**src/rtl/mips_pkg.sv**
```systemverilog
// rtl/mips_pkg.sv - shared MIPS decode constants and encodings
//
// Purpose: opcode constants, ALUOp / ALUSrc encodings shared by decode,
//          ALUctl and aluSrc_mux, register-index width, and the control
//          bundle carried through the ID/EX register.
// Ports:   none (package).
package mips_pkg;

  localparam int REG_IDX_W = 5;
  localparam int NUM_REGS  = 1 << REG_IDX_W;

  // Opcodes, Instr[31:26]
  localparam logic [5:0] OP_RTYPE = 6'h00;
  localparam logic [5:0] OP_BEQ   = 6'h04;
  localparam logic [5:0] OP_BNE   = 6'h05;
  localparam logic [5:0] OP_ADDI  = 6'h08;
  localparam logic [5:0] OP_SLTI  = 6'h0A;
  localparam logic [5:0] OP_ANDI  = 6'h0C;
  localparam logic [5:0] OP_ORI   = 6'h0D;
  localparam logic [5:0] OP_LUI   = 6'h0F;
  localparam logic [5:0] OP_LW    = 6'h23;
  localparam logic [5:0] OP_SW    = 6'h2B;

  typedef enum logic [3:0] {
    ALU_ADD   = 4'h0,
    ALU_SUB   = 4'h1,
    ALU_FUNCT = 4'h2,
    ALU_AND   = 4'h3,
    ALU_OR    = 4'h4,
    ALU_SLT   = 4'h5,
    ALU_LUI   = 4'h6
  } alu_op_e;

  typedef enum logic [3:0] {
    SRC_REG = 4'h0,
    SRC_IMM = 4'h1
  } alu_src_e;

  // Downstream control bits registered in ID/EX
  typedef struct packed {
    logic reg_write;
    logic mem_read;
    logic mem_write;
    logic mem_to_reg;
    logic branch;
    logic branch_ne;
  } ctrl_t;

  localparam ctrl_t CTRL_NONE = '0;

endpackage

```
**src/rtl/regfile.sv**
```systemverilog
// rtl/regfile.sv - 32-entry register file with write-through bypass
//
// Purpose: two asynchronous read ports, one synchronous write port.
//          Register 0 always reads 0 and ignores writes. A write in the
//          same cycle as a read of that register is forwarded to the read.
// Ports:
//   clk            clock, write on rising edge
//   rst            asynchronous active-low clear of all entries
//   rs_addr/rs_data  read port 1
//   rt_addr/rt_data  read port 2
//   we/waddr/wdata   write port
module regfile
  import mips_pkg::*;
#(
  parameter int WIDTH = 32
) (
  input  logic                 clk,
  input  logic                 rst,
  input  logic [REG_IDX_W-1:0] rs_addr,
  input  logic [REG_IDX_W-1:0] rt_addr,
  input  logic                 we,
  input  logic [REG_IDX_W-1:0] waddr,
  input  logic [WIDTH-1:0]     wdata,
  output logic [WIDTH-1:0]     rs_data,
  output logic [WIDTH-1:0]     rt_data
);

  logic [WIDTH-1:0] mem [NUM_REGS];
  logic             wr_en;

  assign wr_en = we && (waddr != '0);

  always_ff @(posedge clk or negedge rst) begin
    if (!rst) begin
      for (int i = 0; i < NUM_REGS; i++) begin
        mem[i] <= '0;
      end
    end else if (wr_en) begin
      mem[waddr] <= wdata;
    end
  end

  // Bypass takes priority so the instruction in ID sees the value WB is
  // retiring this cycle; r0 is forced to zero after the bypass check.
  always_comb begin
    rs_data = mem[rs_addr];
    if (wr_en && (waddr == rs_addr)) rs_data = wdata;
    if (rs_addr == '0) rs_data = '0;

    rt_data = mem[rt_addr];
    if (wr_en && (waddr == rt_addr)) rt_data = wdata;
    if (rt_addr == '0) rt_data = '0;
  end

endmodule

```
**src/rtl/decode.sv**
```systemverilog
// rtl/decode.sv - MIPS instruction-decode stage with ID/EX register
//
// Purpose: decodes Instr, reads rs/rt from the register file, and registers
//          the operands and controls into ID/EX (latency 1). Per edge the
//          priority is Flush (bubble) > Stall (hold) > load.
// Ports:
//   clk, rst                  clock; asynchronous active-low reset
//   Instr, InstrValid         instruction from IF/ID, 0 = bubble
//   Stall, Flush              ID/EX hold / bubble control
//   WB_RegWrite/WriteReg/WriteData   register-file write-back
//   ALUSrc, ALUOp, Immediate, Reg1, Reg2   operand fields to exe
//   WriteReg                  destination register index
//   RegWrite, MemRead, MemWrite, MemtoReg, Branch, BranchNe  controls
//   Illegal                   unsupported opcode loaded this cycle
//   Valid                     ID/EX holds a real instruction
module decode
  import mips_pkg::*;
#(
  parameter int WIDTH = 32
) (
  input  logic                 clk,
  input  logic                 rst,
  input  logic [31:0]          Instr,
  input  logic                 InstrValid,
  input  logic                 Stall,
  input  logic                 Flush,
  input  logic                 WB_RegWrite,
  input  logic [REG_IDX_W-1:0] WB_WriteReg,
  input  logic [WIDTH-1:0]     WB_WriteData,
  output logic [3:0]           ALUSrc,
  output logic [3:0]           ALUOp,
  output logic [15:0]          Immediate,
  output logic [WIDTH-1:0]     Reg1,
  output logic [WIDTH-1:0]     Reg2,
  output logic [REG_IDX_W-1:0] WriteReg,
  output logic                 RegWrite,
  output logic                 MemRead,
  output logic                 MemWrite,
  output logic                 MemtoReg,
  output logic                 Branch,
  output logic                 BranchNe,
  output logic                 Illegal,
  output logic                 Valid
);

  // Instruction fields
  logic [5:0]           opcode;
  logic [REG_IDX_W-1:0] rs;
  logic [REG_IDX_W-1:0] rt;
  logic [REG_IDX_W-1:0] rd;
  logic [15:0]          imm;

  assign opcode = Instr[31:26];
  assign rs     = Instr[25:21];
  assign rt     = Instr[20:16];
  assign rd     = Instr[15:11];
  assign imm    = Instr[15:0];

  logic [WIDTH-1:0] rs_data;
  logic [WIDTH-1:0] rt_data;

  regfile #(.WIDTH(WIDTH)) u_regfile (
    .clk     (clk),
    .rst     (rst),
    .rs_addr (rs),
    .rt_addr (rt),
    .we      (WB_RegWrite),
    .waddr   (WB_WriteReg),
    .wdata   (WB_WriteData),
    .rs_data (rs_data),
    .rt_data (rt_data)
  );

  // Next ID/EX contents
  ctrl_t                n_ctrl;
  logic [3:0]           n_alu_src;
  logic [3:0]           n_alu_op;
  logic [15:0]          n_imm;
  logic [WIDTH-1:0]     n_reg1;
  logic [WIDTH-1:0]     n_reg2;
  logic [REG_IDX_W-1:0] n_write_reg;
  logic                 n_illegal;
  logic                 n_valid;

  always_comb begin
    n_ctrl      = CTRL_NONE;
    n_alu_src   = SRC_REG;
    n_alu_op    = ALU_ADD;
    n_write_reg = '0;
    n_illegal   = 1'b0;
    n_valid     = 1'b0;

    if (InstrValid) begin
      n_valid = 1'b1;
      unique case (opcode)
        OP_RTYPE: begin
          n_alu_op           = ALU_FUNCT;
          n_ctrl.reg_write   = 1'b1;
          n_write_reg        = rd;
        end
        OP_LW: begin
          n_alu_src          = SRC_IMM;
          n_ctrl.mem_read    = 1'b1;
          n_ctrl.mem_to_reg  = 1'b1;
          n_ctrl.reg_write   = 1'b1;
          n_write_reg        = rt;
        end
        OP_SW: begin
          n_alu_src          = SRC_IMM;
          n_ctrl.mem_write   = 1'b1;
        end
        OP_BEQ: begin
          n_alu_op           = ALU_SUB;
          n_ctrl.branch      = 1'b1;
        end
        OP_BNE: begin
          n_alu_op           = ALU_SUB;
          n_ctrl.branch      = 1'b1;
          n_ctrl.branch_ne   = 1'b1;
        end
        OP_ADDI, OP_ANDI, OP_ORI, OP_SLTI, OP_LUI: begin
          n_alu_src          = SRC_IMM;
          n_ctrl.reg_write   = 1'b1;
          n_write_reg        = rt;
          case (opcode)
            OP_ANDI: n_alu_op = ALU_AND;
            OP_ORI:  n_alu_op = ALU_OR;
            OP_SLTI: n_alu_op = ALU_SLT;
            OP_LUI:  n_alu_op = ALU_LUI;
            default: n_alu_op = ALU_ADD;
          endcase
        end
        default: begin
          n_valid   = 1'b0;
          n_illegal = 1'b1;
        end
      endcase
    end

    // Data fields of a bubble or illegal instruction are zeroed so the
    // ID/EX register never carries stale operands into exe.
    n_imm  = n_valid ? imm     : '0;
    n_reg1 = n_valid ? rs_data : '0;
    n_reg2 = n_valid ? rt_data : '0;
  end

  // ID/EX register
  ctrl_t ctrl_q;

  always_ff @(posedge clk or negedge rst) begin
    if (!rst) begin
      ctrl_q    <= CTRL_NONE;
      ALUSrc    <= '0;
      ALUOp     <= '0;
      Immediate <= '0;
      Reg1      <= '0;
      Reg2      <= '0;
      WriteReg  <= '0;
      Illegal   <= 1'b0;
      Valid     <= 1'b0;
    end else if (Flush) begin
      ctrl_q    <= CTRL_NONE;
      ALUSrc    <= '0;
      ALUOp     <= '0;
      Immediate <= '0;
      Reg1      <= '0;
      Reg2      <= '0;
      WriteReg  <= '0;
      Illegal   <= 1'b0;
      Valid     <= 1'b0;
    end else if (!Stall) begin
      ctrl_q    <= n_ctrl;
      ALUSrc    <= n_alu_src;
      ALUOp     <= n_alu_op;
      Immediate <= n_imm;
      Reg1      <= n_reg1;
      Reg2      <= n_reg2;
      WriteReg  <= n_write_reg;
      Illegal   <= n_illegal;
      Valid     <= n_valid;
    end
  end

  assign RegWrite = ctrl_q.reg_write;
  assign MemRead  = ctrl_q.mem_read;
  assign MemWrite = ctrl_q.mem_write;
  assign MemtoReg = ctrl_q.mem_to_reg;
  assign Branch   = ctrl_q.branch;
  assign BranchNe = ctrl_q.branch_ne;

endmodule

```
**config.mk**
```make
export PLATFORM = sky130hd
export DESIGN_NAME = decode
export DESIGN_NICKNAME = d
export VERILOG_FILES = /design/src/rtl/mips_pkg.sv /design/src/rtl/regfile.sv /design/src/rtl/decode.sv
export SDC_FILE = /design/constraint.sdc
export NUM_CORES = 2
export LEC_CHECK = 0
export ABC_AREA = 1
export BUFFER_PORTS_ARGS = -buffer_cell sky130_fd_sc_hd__buf_2
export CAP_MARGIN = 20
export CORE_UTILIZATION = 30
export DETAILED_ROUTE_END_ITERATION = 12
export GPL_TIMING_DRIVEN = 0
export PLACE_DENSITY = 0.43
export RECOVER_POWER = 25
export SLEW_MARGIN = 20
export SYNTH_ARGS = -nofsm -noshare
export SYNTH_HDL_FRONTEND = slang
export SYNTH_SLANG_ARGS = --single-unit
```
**constraint.sdc**
```tcl
create_clock -name clk -period 1.4 [get_ports clk]
set_input_delay 0.14 -clock clk [delete_from_list [all_inputs] [get_ports clk]]
set_output_delay 0.14 -clock clk [all_outputs]
set_load 0.01 [all_outputs]
```
==> results.md <==
* Status: finished, violations left
* Failing checks: hold timing, setup timing
* Syn Inst Count at 9,268
* Arr. time, crit path at 2510 ps
* DP Cell Count at 12,200
* Worst setup path start: Instr[19]
* RR Endpoint: Reg2[31]
* CTS Sinks at 1,120
* CP Data Required Time at 2120 ps
* Distinct cells, synth at 40
* Commonest cells after routing, fill and taps aside: 2,852 x nand2_1, 1,119 x dfrtp_1, 891 x o21ai_0
* TritonCTS clock tree: done
* PortBufs at 132
* Crit Reg-Reg Startpoint: u_regfile.mem[63]
* Antenna-violating nets left at 0
* GR Util met3 at 15.0%
* Routed len/inst at 38.7 µm
* Hold_ws at -562 ps
* Worst-Skew Late Latency at 840 ps
* Setup violators final at 280
* Io pins at 176
* GRT Max-Usage Layer: met2
* Core outline area at 0.210 mm²
* Startpoint Class: input port
* Clk buf depth at 3
* Syn_area_per_cell at 6.84 µm²
* CP Buf/Inv Count at 3
* Vias per cell at 5.95
* First-pass GRT wire length at 640 mm
* Initial Util at 30.2%
* Seq/Total Area, Yosys at 44.2%
* Drt initial violations at 12,000
* Setup WS pre-CTS at -2350 ps
* CTS buffer count at 145
* R2R depth at 10
* Die W at 462 µm
* Flop2flop setup slack at -280 ps
* Setup TNS Final at -27,540 ps
* Post-Synthesis Cell Area at 0.0634 mm²
* Crit path time final at 1790 ps
* Largest net degree at the start of global routing at 126
* Skew final at 24.6 ps
* Die height at 462 µm
* Critical Path, Cell by Cell: buf_2 -> clkinv_2 -> clkbuf_1 -> nand3_2 -> nand3_2 -> nand2_4 -> nand2_1 -> nand2_2 -> nand2_1
* Placed Area at 0.0685 mm²
* M1 GR Usage at 55.1%
* Slowest CP cell: clkbuf_1
* Die ar. at 0.213 mm²
* DP Wirelength at 355 mm
* Leak Pwr at 39.8 nW
* Max IR drop VDD at 1.47 mV
* Final instance area at 0.0837 mm²
* Met2 Use GR at 61.4%
* # DRC at 0
* Slew HR at 5.18%
* Final setup margin at -390 ps
* Final WL at 496 mm
* Hold WC Path Type: in -> async
* Max stage delay on crit path at 670 ps
* Share of cells above drive strength 1 at 24.3%
* Antenna violations before repair at 45
* Fin. Hold Viols at 99
* GRT Overall Usage at 45.4%
* Rows at 168
* DRT Pass-1 Iters at 9
* Yosys warns at 0
* Pwr dens at 1360 mW/mm²
* Reg clk slew, reported paths at 60 ps
* Root buf cell: clkbuf_16
* Critical path type: in -> reg
* Unrepaired setup endpoints after global routing: true
* #FFs+latches synth at 1,120
* Fin crit share at 128%
* Layout Cells excl Fill at 12,800
* Worst path top cell family by delay: buffers and inverters
* Clock H-tree levels at 4
* Total power at 114 mW
* Fmax at 0.559 GHz
* RD Place Congestion at 1.08
* Crit end category: register
* Most common cell after layout, fill and taps aside: nand2_1
* Max-slew violation count at 0
* Vias in the first global route at 69,100
* Routed via count at 76,200
* CP max FO at 10
* Nets at 9,931
* Max Cap Viol at 0
* Area Growth Syn to Fin at 32.0%
* Worst-Margin Slew at 1420 ps
* Total global routing overflow at 0
[metrics by stage]
stage,utilization (%),hold WS (ps)
finish,39.9,-562
global route,39.8,-519
CTS,38.2,-673
detailed placement,32.6,31.1
global placement,32.3,366
floorplan,-,-156
[logic make-up (layout without fill, tap and decap cells)]
| family | Yosys count | count (layout) | share of synthesized area (%) |
|---|---|---|---|
| flip-flops | 1120 | 1120 | 44.2 |
| other | 1 | 40 | 0.00592 |
| buffers and inverters | 1735 | 2428 | 10.9 |
| XOR/XNOR | 5 | 5 | 0.0691 |
| AND/OR/NAND/NOR | 4781 | 4782 | 31.2 |
| AO/OA/AOI/OAI | 1626 | 1626 | 13.7 |
[worst max path at each step]
stage,endpoint,cells after the start
3_5_place_dp,Reg1[3],9
5_1_grt,Reg2[14],9
6_report,Reg2[31],9
2_1_floorplan,Reg2[16],14
4_1_cts,Reg2[20],9
3_3_place_gp,u_regfile.mem[279],1
[registers in the layout, summed over array words and instances (netlist names)]
| name | flops |
|---|---|
| Immediate | 16 |
| MemRead | 1 |
| RegWrite | 1 |
| Valid | 1 |
| u_regfile.mem | 1024 |
| Branch | 1 |
| BranchNe | 1 |
| WriteReg | 5 |
| ALUOp | 3 |
| Reg1 | 32 |
| Reg2 | 32 |
| ALUSrc | 1 |
| MemWrite | 1 |
| Illegal | 1 |
[worst min-delay path: cells and delay by family]
kind                   cells  cell delay [ps]
buffers and inverters      3              510
[layer usage]
layer / share of wire (%) / wire length [µm]
met1: 37 / 183000
met2: 39 / 195000
met3: 12 / 58500
met4: 12 / 58600
met5: 0.040 / 198
[cells in the mapped netlist, drive strengths merged]
| master | number | area, µm² |
|---|---|---|
| nand2 | 3228 | 12100 |
| nand3 | 1225 | 6150 |
| o21ai | 1189 | 5950 |
| dfrtp | 1120 | 28000 |
| inv | 956 | 3590 |
| clkbuf | 434 | 1630 |
| buf | 344 | 1660 |
| nor2 | 300 | 1250 |
| a21oi | 232 | 1160 |
| o211ai | 201 | 1510 |
| or2 | 14 | 87.6 |
| nand4 | 9 | 77.6 |
| nor3 | 5 | 52.6 |
| xor2 | 3 | 26.3 |
| a22o | 2 | 17.5 |
| xnor2 | 2 | 17.5 |
| a32o | 1 | 10.0 |
| clkinv | 1 | 3.75 |
| conb | 1 | 3.75 |
| o2111ai | 1 | 8.76 |
[layout make-up]
class                      instances  area (µm²)
sequential                      1120       28000
buffer                           775        4500
multi-input combinational       6417       34800
tap                             2805        3510
inverter                         957        3620
clock buffer                     218        4320
clock inverter                    38         433
antenna                           36        90.1
fill                           22300      126000
timing repair buffer             440        4380
[where the power goes]
part | internal, mW | switching [mW] | leakage [nW] | total [mW]
Clock | 22.4 | 16.9 | 2.35 | 39.3
Combinational | 9.06 | 22.8 | 23.6 | 31.9
Sequential | 38.5 | 3.97 | 13.9 | 42.4
Total | 69.9 | 43.7 | 39.8 | 114
[what timing repair did]
item,CTS,global route
hold endpoints to repair,510,269
hold buffers,92,6
gates cloned,5,7
pin swaps,233,412
setup buffers,81,93
setup endpoints to repair,776,754
gates resized for setup,1462,790
No activity file was read; power rests on OpenSTA's default activity.
